**src/rtl/bram_rdstream.sv**
```systemverilog
`default_nettype none
// ============================================================================
//  Module      : bram_rdstream
//  Description : Read initiator for one BRAM port. Accepts (addr, len)
//                commands, issues one-cycle-latency reads and streams the
//                words out over valid/ready with a last flag and done pulse.
//  Revision    : 1.0 - initial release
// ============================================================================
module bram_rdstream #(
    parameter  int SZ = 2,
    parameter  int DW = 32,
    localparam int AW = (SZ > 1) ? $clog2(SZ) : 1
) (
    input  logic          clk_i,
    input  logic          rst_i,
    input  logic          cmd_valid_i,
    output logic          cmd_ready_o,
    input  logic [AW-1:0] cmd_addr_i,
    input  logic [AW:0]   cmd_len_i,
    output logic          bram_en_o,
    output logic [AW-1:0] bram_addr_o,
    input  logic [DW-1:0] bram_data_i,
    output logic [DW-1:0] data_o,
    output logic          data_valid_o,
    input  logic          data_ready_i,
    output logic          data_last_o,
    output logic          done_o
);

    typedef enum logic [0:0] {
        ST_IDLE = 1'b0,
        ST_RUN  = 1'b1
    } state_t;

    localparam logic [AW-1:0] c_ADDR_MAX = AW'(SZ - 1);
    localparam logic [AW-1:0] c_ADDR_ONE = AW'(1);
    localparam logic [AW:0]   c_CNT_ONE  = (AW+1)'(1);

    state_t          r_state;
    state_t          w_state_nxt;
    logic [AW-1:0]   r_ptr;
    logic [AW:0]     r_issue_cnt;
    logic [AW:0]     r_out_cnt;
    logic            r_pend;
    logic [DW-1:0]   r_fifo [2];
    logic            r_wr_sel;
    logic            r_rd_sel;
    logic [1:0]      r_occ;
    logic            r_done;

    logic            w_cmd_ready;
    logic            w_issue;
    logic            w_accept;
    logic            w_len_zero;
    logic            w_pop;
    logic            w_last_pop;
    logic [2:0]      w_level;
    logic [2:0]      w_limit;

    assign w_len_zero   = (cmd_len_i == '0);
    assign w_accept     = cmd_valid_i & w_cmd_ready;
    assign data_valid_o = (r_occ != 2'd0);
    assign data_o       = r_fifo[r_rd_sel];
    assign data_last_o  = data_valid_o & (r_out_cnt == c_CNT_ONE);
    assign w_pop        = data_valid_o & data_ready_i;
    assign w_last_pop   = w_pop & data_last_o;
    // Words in flight or buffered must stay below the 2-entry FIFO capacity,
    // counting a same-cycle pop as freeing a slot.
    assign w_level      = {1'b0, r_occ} + {2'b00, r_pend};
    assign w_limit      = 3'd2 + {2'b00, w_pop};

    assign cmd_ready_o  = w_cmd_ready;
    assign bram_en_o    = w_issue;
    assign bram_addr_o  = r_ptr;
    assign done_o       = r_done;

    // State register
    always_ff @(posedge clk_i or posedge rst_i) begin
        if (rst_i) r_state <= ST_IDLE;
        else       r_state <= w_state_nxt;
    end

    // Next-state, command handshake and read-issue decision
    always_comb begin
        w_state_nxt = r_state;
        w_cmd_ready = 1'b0;
        w_issue     = 1'b0;
        case (r_state)
            ST_IDLE: begin
                w_cmd_ready = ~rst_i;
                if (cmd_valid_i && !rst_i && !w_len_zero) w_state_nxt = ST_RUN;
            end
            ST_RUN: begin
                w_issue = (r_issue_cnt != '0) && (w_level < w_limit);
                if (w_last_pop) w_state_nxt = ST_IDLE;
            end
            default: w_state_nxt = ST_IDLE;
        endcase
    end

    // Address pointer, issue/output counters and read-pending flag
    always_ff @(posedge clk_i or posedge rst_i) begin
        if (rst_i) begin
            r_ptr       <= '0;
            r_issue_cnt <= '0;
            r_out_cnt   <= '0;
            r_pend      <= 1'b0;
        end else begin
            r_pend <= w_issue;
            if (w_accept && !w_len_zero) begin
                r_ptr       <= cmd_addr_i;
                r_issue_cnt <= cmd_len_i;
                r_out_cnt   <= cmd_len_i;
            end else begin
                if (w_issue) begin
                    r_ptr       <= (r_ptr == c_ADDR_MAX) ? '0 : r_ptr + c_ADDR_ONE;
                    r_issue_cnt <= r_issue_cnt - c_CNT_ONE;
                end
                if (w_pop) r_out_cnt <= r_out_cnt - c_CNT_ONE;
            end
        end
    end

    // Two-entry FIFO capturing BRAM data one cycle after each issue
    always_ff @(posedge clk_i or posedge rst_i) begin
        if (rst_i) begin
            r_fifo[0] <= '0;
            r_fifo[1] <= '0;
            r_wr_sel  <= 1'b0;
            r_rd_sel  <= 1'b0;
            r_occ     <= 2'd0;
        end else begin
            if (r_pend) begin
                r_fifo[r_wr_sel] <= bram_data_i;
                r_wr_sel         <= ~r_wr_sel;
            end
            if (w_pop) r_rd_sel <= ~r_rd_sel;
            case ({r_pend, w_pop})
                2'b10:   r_occ <= r_occ + 2'd1;
                2'b01:   r_occ <= r_occ - 2'd1;
                default: r_occ <= r_occ;
            endcase
        end
    end

    // Completion pulse: after the last pop, or right after a zero-length command
    always_ff @(posedge clk_i or posedge rst_i) begin
        if (rst_i) r_done <= 1'b0;
        else       r_done <= (w_accept & w_len_zero) | w_last_pop;
    end

endmodule
`default_nettype wire

```
**config.mk**
```make
export PLATFORM = sky130hd
export DESIGN_NAME = bram_rdstream
export DESIGN_NICKNAME = d
export VERILOG_FILES = /design/src/rtl/bram_rdstream.sv
export SDC_FILE = /design/constraint.sdc
export NUM_CORES = 1
export LEC_CHECK = 0
export CAP_MARGIN = 20
export CORE_ASPECT_RATIO = 0.9
export CORE_MARGIN = 4
export CORE_UTILIZATION = 45
export DETAILED_ROUTE_END_ITERATION = 8
export GPL_TIMING_DRIVEN = 0
export PLACE_DENSITY_LB_ADDON = 0.08
export SETUP_SLACK_MARGIN = 0.1
export SYNTH_ARGS = -nofsm -noshare
export SYNTH_HDL_FRONTEND = slang
export SYNTH_SLANG_ARGS = --single-unit
```
**constraint.sdc**
```tcl
create_clock -name clk_i -period 3.55 [get_ports clk_i]
set_clock_uncertainty 0.15 [all_clocks]
set_input_delay 0.71 -clock clk_i [delete_from_list [all_inputs] [get_ports clk_i]]
set_output_delay 0.71 -clock clk_i [all_outputs]
set_load 0.03 [all_outputs]
```
==> results of run 1 <==
## report_power, final
| part | internal, mW | switching [mW] |
|---|---|---|
| sequential | 1.31 | 0.226 |
| combinational | 1.26 | 1.29 |
| clock | 0.274 | 0.317 |
| total | 2.85 | 1.83 |
## layer usage
metal / share of wire / track usage
met1: 0.46 / 0.209
met2: 0.46 / 0.241
met3: 0.066 / 0.0525
met4: 0.010 / 0.0478
met5: 0 / 0
## area by class of cell
| type | count | area [sq um] | area share |
|---|---|---|---|
| clock inverter | 5 | 37.5 | 0.00834 |
| tap | 93 | 116 | 0.0258 |
| timing repair buffer | 77 | 791 | 0.176 |
| sequential | 76 | 1900 | 0.422 |
| multi-input combinational | 141 | 1430 | 0.316 |
| buffer | 11 | 61.3 | 0.0136 |
| inverter | 7 | 28.8 | 0.00639 |
| clock buffer | 11 | 141 | 0.0314 |
## critical path, delay by kind of cell, from the launching register on
family | cells | cell delay, ns
buf+inv | 3 | 1.19
flops | 1 | 0.32
mux | 1 | 0.39
## cell families after synthesis
logic type / synth area share
muxes: 0.321
adders and majority gates: 0.0183
xor gates and xnor gates: 0.0154
and+or+nand+nor: 0.0392
DFF: 0.557
buffers and inverters: 0.0256
AOI/OAI and AO/OA: 0.0235
## worst max-delay path by stage
stage | start | to | depth (start not counted)
floorplan | rst_i | bram_addr_o | 1
global placement | rst_i | r_fifo[27] | 2
global route | r_rd_sel | data_o[12] | 4
finish | r_rd_sel | data_o[9] | 4
CTS | r_occ[0] | bram_en_o | 5
detailed placement | data_ready_i | bram_en_o | 5
## through the flow
step,hold slack (ns),instance area [sq um],worst slack [ns],power [mW],util
2_1_floorplan,0.304,3410,0.752,3.24,-
3_3_place_gp,0.317,4290,-0.629,4.09,0.594
3_5_place_dp,0.325,4320,0.250,4.14,0.599
4_1_cts,0.341,4500,0.200,4.76,0.623
5_1_grt,0.356,4500,0.321,5.00,0.624
6_report,0.341,4500,0.457,4.68,0.624
## repair_timing
action	in CTS	in global routing
setup buffers	0	0
gates resized for setup	0	1
endpoints found under the setup margin	0	1
hold buffers	0	0
## cell usage in the layout, fill, tap and decap left out, types with 2 or more instances in the layout
cell type                         synthesis  final
sky130_fd_sc_hd__and2_1                   2      2
sky130_fd_sc_hd__clkdlybuf4s50_1          0     75
sky130_fd_sc_hd__nand2_1                  9      9
sky130_fd_sc_hd__clkbuf_1                 1      2
sky130_fd_sc_hd__buf_4                    3      3
sky130_fd_sc_hd__mux2_1                  60     60
sky130_fd_sc_hd__dfrtp_1                 76     76
sky130_fd_sc_hd__xnor2_1                  4      4
sky130_fd_sc_hd__xor2_1                   2      2
sky130_fd_sc_hd__clkbuf_8                 0     10
sky130_fd_sc_hd__mux2_2                  36     36
sky130_fd_sc_hd__buf_2                    7      7
sky130_fd_sc_hd__clkinv_4                 0      2
sky130_fd_sc_hd__ha_1                     5      5
sky130_fd_sc_hd__clkinvlp_4               0      2
sky130_fd_sc_hd__inv_1                    6      5
sky130_fd_sc_hd__nor2_1                   4      4
## flip-flops by register name (all words and copies together), names as in the netlist
| register | cells |
|---|---|
| r_wr_sel | 1 |
| r_issue_cnt | 2 |
| r_occ | 2 |
| done_o | 1 |
| r_out_cnt | 2 |
| bram_addr_o | 1 |
| r_rd_sel | 1 |
| r_fifo | 64 |
| r_state | 1 |
| r_pend | 1 |
==> results list, run 1 <==
- Final estimated routing congestion in global placement: 0.748
- Setup violations remaining at the end of the flow were counted as 0.
- For this run, asynchronously set or reset flops after synthesis account for 1.00.
- Post-synthesis instance area: 3410 sq um
* Final count of hold timing violations: 0
- Of the post-synthesis cell area, the dominant cell type holds 0.557.
- For this configuration, the core starts out at a cell density of 0.473.
* Portion of the post-synthesis area used by sequential elements: 0.557
* Vias: 2099
- In this run the worst hold path is classified as reg2reg.
* Setup repair after global routing missed its margin: false
- The worst setup path is captured at a primary output.
- First-pass iteration count of the detailed router: 4
* Most used standard cell by instance count after synthesis: sky130_fd_sc_hd__dfrtp_1
- Across all register-to-register paths, the minimum setup slack is 1.66 ns.
- In this run the worst path has a maximum fanout of 10.
* Average wire per cell in the routed design: 15.2 um
* Arrival time of the worst setup path: 2.23 ns
- Using the TritonRoute via totals, the vias-per-cell ratio works out to 4.99.
* Global-route total usage across every layer: 0.156
* Clock slew seen by the registers of the worst setup and hold paths: 0.08 ns
* Fraction of layout cells with a size suffix above 1: 0.223
- The critical path is of the reg2out type.
- Normalized max-slew margin: 0.765
* Remaining number of nets flagged by the antenna check after routing: 0
* Max-slew violation total from the final report: 0
- The number of antenna violations at the first check in global routing came to 0.
* Leading area contributor after synthesis: sky130_fd_sc_hd__dfrtp_1
- The die is 99.8 um wide.
- Worst-margin pin slew: 0.352 ns
- The number of cells on the worst reg-to-reg path is 5.
* Height of the die: 90.6 um
* Status: completed
* Reported max-cap violation count: 0
- The floorplan has 29 rows.
- PwrDens: 1040 nW/um^2
* CP Launch Type: flop
* Worst hold path cell count: 1
- Synth top cells by count: 76 x sky130_fd_sc_hd__dfrtp_1, 60 x sky130_fd_sc_hd__mux2_1, 36 x sky130_fd_sc_hd__mux2_2
- Worst hold endpoint: r_fifo[23]
- Filler cells: 565
- Number of CTS-inserted buffers: 9
* Largest cells by area after synthesis: sky130_fd_sc_hd__dfrtp_1 56%, sky130_fd_sc_hd__mux2_1 20%, sky130_fd_sc_hd__mux2_2 12%
- The total area inside the core boundary comes to 7220 sq um.
- Entering global routing, the biggest net connects 52 pins.
- Final #Nets: 367
- First-pass GRT wire length: 11200 um
- Number of placed instances with taps included: 405
- Static timing analysis puts the maximum clock frequency at 0.323 GHz.
- H-tree Lvls: 3
* CTS Root Cell: sky130_fd_sc_hd__clkbuf_8
- Min Clock Period, post-route: 3.09 ns
- Post-synthesis area per instance: 14.5 sq um
* Port Buffer Count: 76
* Synthesized net count: 279
- Clock latency reported for the late side of the worst-skew pair: 0.34 ns
- GR Overflow Total: 0
- Yosys mapped the design onto 33 distinct sky130hd cell types.
- The worst register-to-register path begins at r_occ[0].
- TritonCTS built the clock tree.
* Number of global-route vias before repair: 2297
- Yosys reg bits: 76
* Residual DRC count: 0
- Number of diodes added for antenna fixing: 0
* Wirelength, routed: 6410 um
- For this run, the leading register cell type out of synthesis is sky130_fd_sc_hd__dfrtp_1.
* CTS Buffer Depth: 2
* Critical path required time: 2.69 ns
- The detailed router finished its first iteration with 44 violations.
- Synthesis-to-finish area growth: 31.9%
- Pin placement for this block handled 77 I/O pins.
* Estimated wirelength of the detail-placed design: 4620 um
- On the worst path, the slowest cell contributes a delay of 0.60 ns.
* Worst hold start: r_fifo[23]
- Synthesis produced a netlist whose cell count is 235.
- Dividing the final minimum period by the clock period gives 0.871.
* Crit path max-delay cell type: sky130_fd_sc_hd__clkdlybuf4s50_1
- Setup total negative slack on the finished layout was measured at 0 ns.
- Synthesis Warnings: 0
* Total leakage power: 1.92 nW
- For this run, the number of standard cells in the final layout without fillers is 421.
- Counting flops with a built-in enable in the synthesized netlist gives 0.
- The die covers 9050 sq um.
- Across the VDD grid, the largest voltage drop is 0.515 mV.
- The worst register-to-register path ends at r_issue_cnt[1].
* Cell chain of the critical path: clkbuf_1, buf_2, mux2_2, clkdlybuf4s50_1
- Sink count of the clock tree: 76
(Power assumes the default switching activity.)
==> run 2, diff against run 1 <==
- CORE_ASPECT_RATIO: 0.9 -> 0.8
- CORE_MARGIN: 4 -> 2
- DONT_BUFFER_PORTS: default -> 1
==> run 2 against run 1 <==
Compared with the run above: sequential share of layout area grew 7.9 points; die area decreased by 8.2%; non-clock buffer count is 76 lower; combinational power decreased by 25%; hold slack lost 0.32 ns; critical path depth stayed put; global-route usage is 0.18 points lower; sequential power barely moved; fmax up 9.4%; cell count shrank 15%; critical path type unchanged; largest power group unchanged.
==> results list, run 2 (synthesis results as in run 1) <==
* Status: completed
* GR Overflow Total: 0 (unchanged)
- CTS Buffer Depth: 2 (unchanged)
- The internal power consumption came to 2.44 mW (-14%).
* Final count of hold timing violations: 0 (unchanged)
- Fraction of power consumed by combinational cells: 0.458 (-0.087)
- Row Count: 28 (-3.4%)
- Number of gates resized after cts: 0 (unchanged)
- Initial standard-cell utilization of the core: 0.462 (-0.0110)
- Register with the most flip-flops: r_fifo
- Critical path fanouts, max: 5 (-5)
* Port Buffer Count: 0 (-100%)
* Hold buffers post-CTS: 0 (unchanged)
- The utilization after layout came to 0.513 (-0.111).
- The total number of H-tree levels was 3 (unchanged).
* Final estimated routing congestion in global placement: 0.706 (-5.6%)
- The routed wire length per instance was 16.4 um (+8.0%).
- I/O pins: 77 (unchanged)
* Sw Pwr: 1.73 mW (-5.4%)
- The remaining routing DRC violations is 0 (unchanged).
- The share of total power consumed by net switching was 0.415 (+0.0234).
* Largest net degree at the start of global routing: 60 (+15%)
- Wirelength, routed: 5860 um (-8.4%)
* Hold Slack: 0.0242 ns (-0.317 ns)
* Peak Freq: 0.354 GHz (+9.4%)
- Final period utilization: 0.797 (-0.0748)
- Number of global-route vias before repair: 1913 (-17%)
- Number of CTS-inserted buffers: 9 (unchanged)
- Reported max-cap violation count: 0 (unchanged)
- Number of diodes added for antenna fixing: 0 (unchanged)
- The overall die height is 81.9 um (-9.6%).
* Clock latency reported for the late side of the worst-skew pair: 0.34 ns (about the same)
- The total routing usage reported by global routing came to 0.155 (-0.00182).
* Sequential share of power: 0.373 (+0.044)
- Sort of element at the end of the critical path: primary output
- The number of antenna violations at the first check in global routing is 0 (unchanged).
- The x dimension of the die came to 101 um (+1.6%).
- Placeable core region: 7390 sq um (+2.4%)
- The routed via count was 1782 (-15%).
* Worst-margin pin slew: 0.542 ns (+0.190 ns)
- The number of detailed-route iterations in the first pass came to 3 (-1).
- Type of the setup path with the least slack: reg2out
* Arrival time of the worst setup path: 1.97 ns (-0.26 ns)
- CP Launch Type: flop
- First-pass GRT wire length: 9540 um (-15%)
* Estimated wirelength of the detail-placed design: 4120 um (-11%)
- Leaving out fill and tap cells, the most frequent cells in the layout are 76 x sky130_fd_sc_hd__dfrtp_1, 60 x sky130_fd_sc_hd__mux2_1, 36 x sky130_fd_sc_hd__mux2_2.
* Critical path required time: 2.69 ns (about the same)
- Ratio of routed vias to standard cells: 4.99 (+0.12%)
* Class of the tightest hold or removal check: in2async
* Largest vdd supply drop: 0.408 mV (-21%)
* Post-layout worst setup margin: 0.722 ns (+0.266 ns)
- The final net count is 291 (-21%).
- Total leakage power: 1.62 nW (-15%)
* Sink count of the clock tree: 76 (unchanged)
* Fraction of layout cells with a size suffix above 1: 0.290 (+0.0671)
- The count of filler cells inserted in the layout was 657 (+16%).
- The final-report setup violation count came to 0 (unchanged).
- Synthesis-to-finish area growth: 11.1%
- Remaining number of nets flagged by the antenna check after routing: 0 (unchanged)
* Flip-flop count of the largest register, all copies and words added: 64 (unchanged)
- The die outline area came to 8300 sq um (-8.2%).
* PwrDens: 1100 nW/um^2 (+6.0%)
* Part of the power in the clock network: 0.169 (+0.043)
- Clock slew seen by the registers of the worst setup and hold paths: 0.08 ns (about the same)
- Worst-case setup slack after placement: 1.08 ns (+0.833 ns)
- The tree is rooted in a sky130_fd_sc_hd__clkbuf_8.
- The iteration-0 DRC count of the detailed router is 55 (+25%).
- Setup repair after global routing left no endpoint under its margin.
- The normalized max-slew margin came to 0.638 (-0.127).
- The final-report max-slew violation count is 0 (unchanged).
* Clock tree from TritonCTS: yes
- Min Clock Period, post-route: 2.83 ns (-0.266 ns)
* Most common cell after layout, fill and taps aside: sky130_fd_sc_hd__dfrtp_1
- The post-CTS repair timing setup buffer count was 0 (unchanged).
## run 2: layout make-up
class                           instances  area [sq um]  share of cell area
Buffer                                 11          61.3              0.0162
Clock buffer                           10           128              0.0337
Clock inverter                          6          88.8              0.0234
Inverter                                7          28.8             0.00759
Multi-Input combinational cell        141          1430               0.376
Sequential cell                        76          1900               0.501
Tap cell                              105           131              0.0346
Timing Repair Buffer                    1          27.5             0.00726
## run 2: through the flow
stage / power (mW) / setup TNS [ns] / cell area, sq um / cells
finish: 4.18 / 0 / 3790 / 357
global route: 4.46 / 0 / 3790 / 357
CTS: 4.24 / 0 / 3790 / 357
detailed placement: 3.52 / 0 / 3580 / 341
global placement: 3.48 / -14.75 / 3550 / 340
floorplan: 3.24 / 0 / 3410 / 235
## run 2: routing by layer
layer	wire, um	up-vias	global-route usage	share of wire
li1	-	849	-	-
met1	2670	877	0.199	0.45
met2	2640	50	0.228	0.45
met3	496	6	0.0809	0.085
met4	59	0	0.0446	0.010
met5	0	-	0	0
## run 2: path summary, 6_finish.rpt
path / startpoint / endpoint / slack [ns] / depth (start not counted)
setup / recovery: r_occ[0] / bram_en_o / 0.72 / 4
hold / removal: rst_i / done_o / 0.02 / 1
setup reg to reg: r_occ[0] / r_issue_cnt[0] / 1.49 / 5
hold reg to reg: r_wr_sel / r_wr_sel / 0.34 / 1
max in group asynchronous: rst_i / r_fifo[48] / 2.67 / 2
min in group clk_i: r_wr_sel / r_wr_sel / 0.34 / 1
## run 2: power by group through the flow
stage | registers, mW | clock network, mW | logic, mW
floorplan | 1.51 | 0 | 1.73
global placement | 1.56 | 0 | 1.92
detailed placement | 1.58 | 0 | 1.94
CTS | 1.56 | 0.736 | 1.95
global route | 1.61 | 0.781 | 2.06
finish | 1.56 | 0.708 | 1.91
## run 2: worst max-delay path, cell delays in order, from the launching register on
cell,delay [ns]
sky130_fd_sc_hd__dfrtp_1,0.47
sky130_fd_sc_hd__ha_1,0.22
sky130_fd_sc_hd__ha_1,0.19
sky130_fd_sc_hd__nor3b_2,0.33
sky130_fd_sc_hd__and2_1,0.42
==> run 3, diff against run 2 <==
- clock period: 3.55 -> 2.8 ns (I/O delays scaled with it)
==> run 3 against run 2 <==
Compared with the run above: sequential power rose by 26%; clock power rose by 27%; clock-buffer cell count did not move; cell count rose by 0.28%; non-clock buffer count rose by 1; flip-flop and latch count did not move; first-iteration DRC count rose by 3.6%; combinational power rose by 28%; highest routed layer unchanged; total power rose by 27%.
==> results list, run 3 (synthesis results as in run 1) <==
- The die outline area came to 8300 sq um (unchanged).
* Placed cell areas: 3580 sq um (unchanged)
- The final net count is 292 (+0.34%).
- Sink count of the clock tree: 76 (unchanged)
- Synthesis-to-finish area growth: 11.4%
* Height of the die: 81.9 um (unchanged)
- Number of diodes added for antenna fixing: 0 (unchanged)
- The fraction of final layout cells sized beyond drive strength 1 was 0.292 (+0.00281).
- Derived from the worst setup path, the maximum achievable clock frequency is 0.392 GHz.
- CTS Buffer Depth: 2 (unchanged)
* Largest vdd supply drop: 0.542 mV (+33%)
- Remaining number of nets flagged by the antenna check after routing: 0 (unchanged)
- Worst-case setup slack after placement: 0.483 ns (-0.600 ns)
- The maximum number of pins on one net before global-route repair came to 60 (unchanged).
- Final count of hold timing violations: 0 (unchanged)
* Estimated wirelength of the detail-placed design: 4120 um (unchanged)
* CP Launch Type: flop
* First-pass iteration count of the detailed router: 3 (unchanged)
* Clock latency reported for the late side of the worst-skew pair: 0.34 ns (about the same)
- The x dimension of the die was 101 um (unchanged).
- Global-route total usage across every layer: 0.155 (+0.000370)
- Antenna violations before repair: 0 (unchanged)
- Number of CTS-inserted buffers: 9 (unchanged)
- The final-layout setup total negative slack came to 0 ns (unchanged).
* Final setup violation count: 0 (unchanged)
- Filler-free cell count of the finished design: 358 (+0.28%)
* Highest-count cells in the layout ignoring fill and taps: 76 x sky130_fd_sc_hd__dfrtp_1, 60 x sky130_fd_sc_hd__mux2_1, 36 x sky130_fd_sc_hd__mux2_2
* Average wire per cell in the routed design: 16.4 um (about the same)
- The routed wire length is 5880 um (+0.20%).
- The number of I/O pins came to 77 (unchanged).
* Ratio of routed vias to standard cells: 4.99 (about the same)
- The area of the placeable core was 7390 sq um (unchanged).
- The number of cell rows is 28 (unchanged).
- Arrival time of the worst setup path: 1.84 ns (-0.13 ns)
* Final estimated routing congestion in global placement: 0.706 (unchanged)
* CTS Root Cell: sky130_fd_sc_hd__clkbuf_8
* PwrDens: 1390 nW/um^2 (+27%)
* Residual DRC count: 0 (unchanged)
* Reported max-cap violation count: 0 (unchanged)
- The register clock-pin slew on the reported worst setup and hold paths came to 0.08 ns (about the same).
- Critical path fanouts, max: 5 (unchanged)
- The cell leakage power was 1.63 nW (+0.37%).
* Critical path required time: 2.09 ns (-0.60 ns)
* Sort of element at the end of the critical path: primary output
* Crit path max-delay cell type: sky130_fd_sc_hd__dfrtp_1
- The first-pass GRT wire length was 9560 um (+0.22%).
- Post-layout worst setup margin: 0.251 ns (-0.472 ns)
- Total design power: 5.31 mW (+27%)
* Register with the most flip-flops: r_fifo
* Cell chain of the critical path: ha_1, ha_1, nor3b_2, and2_4
* Status: completed
* Flip-flop count of the largest register, all copies and words added: 64 (unchanged)
* Clock tree from TritonCTS: yes
- Most common cell after layout, fill and taps aside: sky130_fd_sc_hd__dfrtp_1
- The routed via count came to 1786 (+0.22%).
- The iteration-0 DRC count of the detailed router was 57 (+3.6%).
- Min Clock Period, post-route: 2.55 ns
- Setup Buffers After CTS: 0 (unchanged)
- Port Buffer Count: 0 (unchanged)
- Counting stages on the worst path, the most repeated cell is sky130_fd_sc_hd__ha_1.
- GR Overflow Total: 0 (unchanged)
* Class of the tightest hold or removal check: in2reg
- The maximum single-stage delay on the critical path came to 0.47 ns (about the same).
- The normalized max-slew margin came to 0.637 (about the same).
- The total number of H-tree levels was 3 (unchanged).
* Worst-margin pin slew: 0.543 ns (+0.000905 ns)
- Setup repair after global routing left no endpoint under its margin.
- Number of global-route vias before repair: 1923 (+0.52%)
- The finished layout cell area is 3800 sq um (+0.33%).
- Number of placed instances with taps included: 341 (unchanged)
* Initial standard-cell utilization of the core: 0.462 (unchanged)
- The final-report max-slew violation count came to 0 (unchanged).
- The worst setup path is of the reg2out kind.
- Of the available clock period, the critical path in the final layout requires 0.911.
run 3: changes by cell type in the layout (fill, tap and decap cells not counted):
cell and delta:
sky130_fd_sc_hd__and2_1 -1, sky130_fd_sc_hd__and2_4 +1, sky130_fd_sc_hd__dlygate4sd3_1 +1
run 3: timing repair:
item | in CTS | in global routing
resized for setup | 1 | 1
hold buffers | 1 | 0
endpoints found under the hold margin | 17 | 0
endpoints found under the setup margin | 1 | 1
pin swaps | 0 | 0
run 3: where the power goes:
group | internal [mW] | switching, mW | leakage, nW
logic | 0.942 | 1.49 | 0.637
clock network | 0.502 | 0.395 | 0.102
registers | 1.66 | 0.309 | 0.890
total | 3.11 | 2.20 | 1.63
run 3: critical path, delay by kind of cell, from the launching register on:
kind	cells	cell delay, ns
flip-flops	1	0.47
adder cells (fa/ha/maj)	2	0.41
AND/OR/NAND/NOR	2	0.62
run 3: layout make-up:
type	count	area, sq um
fill	657	3590
sequential	76	1900
multi-input combinational	141	1430
tap	105	131
clock buffer	10	128
clock inverter	6	88.8
buffer	11	61.3
timing repair buffer	2	37.5
inverter	7	28.8
run 3: final timing paths:
check | startpoint | to | slack [ns] | cells past startpoint
max in group asynchronous | rst_i | r_fifo[48] | 1.46 | 3
hold reg to reg | r_wr_sel | r_wr_sel | 0.34 | 1
setup / recovery | r_occ[0] | bram_en_o | 0.25 | 4
hold / removal | cmd_addr_i | bram_addr_o | 0.19 | 1
setup reg to reg | r_occ[0] | r_issue_cnt[1] | 0.91 | 5
min in group asynchronous | rst_i | done_o | 0.48 | 2
run 3: per-stage QoR:
step            util  hold WS, ns
6_report       0.515        0.188
4_1_cts        0.515        0.170
5_1_grt        0.515        0.156
2_1_floorplan      -        0.304
3_5_place_dp   0.484        0.245
3_3_place_gp   0.480        0.317
run 3: per-layer routing:
layer	wire length, um	global-route usage	vias up
met1	2670	0.199	879
met4	59	0.0446	0
met3	496	0.0809	6
met2	2650	0.230	50
li1	-	-	851
met5	0	0	-
